==> src/rtl/buyruk_onbellek_doldurucu_pkg.sv <==
// Shared definitions for the instruction-cache refill controller:
// state encoding, block geometry and the block-base mask.
package buyruk_onbellek_doldurucu_pkg;

    typedef enum logic [1:0] {
        BOS   = 2'd0,
        ISTEK = 2'd1,
        BEKLE = 2'd2,
        TAMAM = 2'd3
    } durum_e;

    localparam int OBEK_KELIME_SAYISI = 4;
    localparam int OBEK_OFSET_BIT     = 4;

    // Clears the byte offset inside a 16-byte block.
    localparam logic [31:0] OBEK_TABAN_MASKE = 32'hFFFF_FFF0;

endpackage

==> src/rtl/buyruk_onbellek_doldurucu.sv <==
// Instruction-cache refill controller: fetches a 128-bit block as four
// sequential word reads and hands it to the cache with a one-cycle pulse.
module buyruk_onbellek_doldurucu
    import buyruk_onbellek_doldurucu_pkg::*;
#(
    parameter int ADRES_BIT  = 32,
    parameter int KELIME_BIT = 32,
    parameter int OBEK_BIT   = 128
) (
    input  logic                  clk_i,
    input  logic                  rst_i,
    input  logic                  iskalama_gecerli_i,
    input  logic [ADRES_BIT-1:0]  iskalama_adres_i,
    output logic                  iskalama_hazir_o,
    input  logic                  iptal_i,
    output logic                  bellek_istek_o,
    output logic [ADRES_BIT-1:0]  bellek_adres_o,
    input  logic                  bellek_kabul_i,
    input  logic                  bellek_gecerli_i,
    input  logic [KELIME_BIT-1:0] bellek_veri_i,
    output logic [OBEK_BIT-1:0]   obek_o,
    output logic [ADRES_BIT-1:0]  obek_adres_o,
    output logic                  obek_gecerli_o,
    output logic                  mesgul_o
);

    durum_e                                          durum_q, durum_d;
    logic [1:0]                                      sayac_q, sayac_d;
    logic                                            iptal_q, iptal_d;
    logic [ADRES_BIT-1:0]                            taban_q, taban_d;
    logic [OBEK_KELIME_SAYISI-1:0][KELIME_BIT-1:0]   kelime_q, kelime_d;

    always_ff @(posedge clk_i) begin
        if (rst_i) begin
            durum_q  <= BOS;
            sayac_q  <= 2'd0;
            iptal_q  <= 1'b0;
            taban_q  <= '0;
            kelime_q <= '0;
        end else begin
            durum_q  <= durum_d;
            sayac_q  <= sayac_d;
            iptal_q  <= iptal_d;
            taban_q  <= taban_d;
            kelime_q <= kelime_d;
        end
    end

    always_comb begin
        durum_d          = durum_q;
        sayac_d          = sayac_q;
        iptal_d          = iptal_q;
        taban_d          = taban_q;
        kelime_d         = kelime_q;
        iskalama_hazir_o = 1'b0;
        bellek_istek_o   = 1'b0;
        bellek_adres_o   = '0;
        obek_gecerli_o   = 1'b0;

        case (durum_q)
            BOS: begin
                iskalama_hazir_o = 1'b1;
                if (iskalama_gecerli_i) begin
                    taban_d = iskalama_adres_i & OBEK_TABAN_MASKE[ADRES_BIT-1:0];
                    sayac_d = 2'd0;
                    iptal_d = 1'b0;
                    durum_d = ISTEK;
                end
            end
            ISTEK: begin
                // The offset never carries out of the block, so an add is exact.
                bellek_istek_o = 1'b1;
                bellek_adres_o = taban_q + ADRES_BIT'({sayac_q, 2'b00});
                if (iptal_i) iptal_d = 1'b1;
                if (bellek_kabul_i) durum_d = BEKLE;
            end
            BEKLE: begin
                if (iptal_i) iptal_d = 1'b1;
                if (bellek_gecerli_i) begin
                    kelime_d[sayac_q] = bellek_veri_i;
                    if (sayac_q == 2'd3) begin
                        durum_d = TAMAM;
                    end else begin
                        sayac_d = sayac_q + 2'd1;
                        durum_d = ISTEK;
                    end
                end
            end
            TAMAM: begin
                // A redirect in this very cycle still suppresses the write.
                obek_gecerli_o = ~iptal_q & ~iptal_i;
                durum_d        = BOS;
            end
            default: durum_d = BOS;
        endcase
    end

    assign obek_o       = kelime_q;
    assign obek_adres_o = taban_q;
    assign mesgul_o     = (durum_q != BOS);

endmodule

==> config.mk <==
export PLATFORM = sky130hd
export DESIGN_NAME = buyruk_onbellek_doldurucu
export DESIGN_NICKNAME = d
export VERILOG_FILES = /design/src/rtl/buyruk_onbellek_doldurucu_pkg.sv /design/src/rtl/buyruk_onbellek_doldurucu.sv
export SDC_FILE = /design/constraint.sdc
export NUM_CORES = 1
export LEC_CHECK = 0
export ABC_AREA = 1
export BUFFER_PORTS_ARGS = -buffer_cell sky130_fd_sc_hd__clkbuf_2
export CAP_MARGIN = 0
export CORE_MARGIN = 2
export CORE_UTILIZATION = 43
export CTS_CLUSTER_SIZE = 30
export DETAILED_ROUTE_END_ITERATION = 10
export HOLD_SLACK_MARGIN = 0.08
export PLACE_DENSITY_LB_ADDON = 0.1
export SYNTH_ARGS = -nofsm -noshare
export SYNTH_HDL_FRONTEND = slang
export SYNTH_SLANG_ARGS = --single-unit
==> constraint.sdc <==
create_clock -name clk_i -period 1.4 [get_ports clk_i]
set_input_delay 0.28 -clock clk_i [delete_from_list [all_inputs] [get_ports clk_i]]
set_output_delay 0.28 -clock clk_i [all_outputs]
set_load 0.005 [all_outputs]
==> flow_metrics.tcl <==
set metrics [dict create \
    place_congestion 0.7585 \
    tritoncts "done" \
    fin_tns_setup_ns -8.157 \
    period_share_pct 119.0 \
    worstPathMaxFanout 18 \
    max_cap_viol_count 0 \
    setup_ws_ns -0.2666 \
    ys_seq_area_share_pct 52.12 \
    grt_pass1_wl_mm 23.70 \
    root_buffer "clkbuf_16" \
    finalSetupViolCount 35 \
    met2_length_mm 7.175 \
    synth_edf_count 0 \
    die-width_um 123.9 \
    die_area_mm2 0.01535 \
    yosysUniqueCellTypes 19 \
    core_area_mm2 0.01399 \
    cellPowerDensity_mw_per_mm2 1582 \
    violations "negative setup slack" \
    final_nets 1138 \
    antenna_found_initial 0 \
    r2r_setup_slack_ns -0.02 \
    synth_flop_cell "dfxtp_1" \
    gr-total-overflow 0 \
    end_kind "output port" \
    syn2layout_area_growth_pct 37.01 \
    dpl.hpwl_mm 11.03 \
    synth_area_leaders "dfxtp_1, o21ai_0, a21oi_1, inv_1, nor2_1" \
    yosys.area.top_type "dfxtp_1" \
    ir_worst_vdd_uv 857.6 \
    route.met3.wl_mm 1.093 \
    fmax_ghz 0.6000 \
    antenna_left 0 \
    track_usage_pct 19.82 \
    wl_mm 15.69 \
    synth_most_common_cell "inv_1" \
    required_ns 1.12 \
    worst-setup-path-type "flip-flop to output port" \
    syn_area_mm2 0.006183 \
    synth-async-reset-ratio_pct 0 \
    wl_per_cell_um 12.58 \
    clock-sinks 161 \
    htreeDepth 4 \
    io_pins 266 \
    via_count 5591 \
    grt_pass1_vias 4669 \
    cts_buffer_depth 2 \
    fin_skew_ns 0.009272 \
    routed.top_layer "met4" \
    fin_util_pct 60.56 \
    clk_latency_ns 0.41 \
    diodes 0 \
    drt_pre_antenna_iters 4 \
    hold_viol_final 0 \
    rsz0062_at_grt "true" \
    netlist.area_leader.share_pct 52.12 \
    synth_seq_cells 161 \
    min_path_type "input pin to flip-flop" \
    synth_common_cells "inv_1, dfxtp_1, o21ai_0, a21oi_1, nor2_1" \
    clk_pin_slew_ns 0.06 \
    drive_gt1_share_pct 31.27 \
    finalMaxSlewViolations 0 \
    total_power_uw 13400 \
    synth_area_per_cell_um2 7.681 \
    routed_via_density 4.480 \
    cts_buffers 17 \
    p_leak_uw 0.003993 \
    start_util_pct 44.20 \
    drc 0 \
    ys_warn_count 0 \
    syn_inst 805 \
    placementRows 43 \
    period_needed_ns 1.667 \
    port_buffers 255 \
    die_h_um 123.9 \
    outcome "complete, but fails checks" \
    grt_max_degree 54 \
    fill_cells 1348 \
    start_kind "flip-flop" \
    m1WireLength_mm 7.143 \
    drtIter0Drc 276 \
    cp.arrival_ns 1.39 \
]
[what timing repair did]
action	in CTS	in global routing
cloned	0	1
endpoints found under the setup margin	173	195
setup buffers	1	0
pin swaps	1	4
endpoints found under the hold margin	2	0
hold buffers	2	0
resized for setup	25	35
[sequential cells by signal (all words and copies together), names as in the netlist]
signal        cells
obek_o          128
iptal_q           1
sayac_q           2
obek_adres_o     28
durum_q           2
[critical path, stage by stage (launching register included)]
cell and delay, ns:
dfxtp_4 0.38, inv_4 0.06, ha_4 0.17, buf_12 0.15
nand2_1 0.06, inv_1 0.03, buf_2 0.12
[metal layers]
layer  track usage (%)  vias to the layer above
li1                  -                     3018
met1             26.06                     2385
met2             30.70                      166
met3             5.815                       22
met4             7.725                        0
met5                 0                        -
[power by group]
part	internal (µW)	switching [µW]	total [µW]
Clock	2620	1710	4340
Combinational	1620	1860	3490
Sequential	5180	401	5580
[kinds of logic after synthesis]
| kind of cell | count (synthesis) | synth area share, % |
|---|---|---|
| AOI/OAI and AO/OA | 289 | 23.39 |
| buffers and inverters | 226 | 14.85 |
| DFF | 161 | 52.12 |
| and+or+nand+nor | 119 | 7.750 |
| adders and majority gates | 9 | 1.821 |
| other | 1 | 0.06065 |
[metrics by stage]
step / hold slack [ns] / setup WS, ns / cell area, µm² / cells
2_1_floorplan: 0.3593 / 0.03038 / 6202 / 810
3_3_place_gp: 0.4298 / -0.1062 / 7752 / 1216
3_5_place_dp: 0.4328 / -0.1050 / 7752 / 1216
4_1_cts: 0.08866 / -0.2828 / 8401 / 1247
5_1_grt: 0.09231 / -0.3459 / 8472 / 1248
6_report: 0.09437 / -0.2666 / 8472 / 1248
[final timing paths]
| check | end | from | cells past startpoint |
|---|---|---|---|
| worst max-delay path | bellek_adres_o[2] | durum_q[1] | 6 |
| worst max register to register | obek_o[116] | durum_q[0] | 6 |
| worst min-delay path | obek_adres_o[16] | iskalama_adres_i[16] | 3 |
| worst min register to register | obek_o[102] | obek_o[102] | 2 |
[cells in the final DEF (no fill, tap or decap), types with 5 or more instances in the layout]
cell and n:
inv_1 165, clkbuf_16 18, a21oi_1 131, conb_1 6, dfxtp_1 157, ha_1 5, nor2_1 63, clkbuf_2 251
nand2_1 42, buf_12 11, buf_4 13, clkinv_2 5, o21ai_0 136, o21ai_1 21
[final cells by class]
cell class / instances / area (µm²) / area share [%]
Sequential cell: 161 / 3231 / 38.13
Multi-Input combinational cell: 423 / 2143 / 25.30
Timing Repair Buffer: 286 / 1684 / 19.88
Inverter: 170 / 649.4 / 7.665
Clock buffer: 21 / 450.4 / 5.317
Tap cell: 180 / 225.2 / 2.658
Clock inverter: 7 / 88.84 / 1.049
No activity file was read; power rests on OpenSTA's default activity.
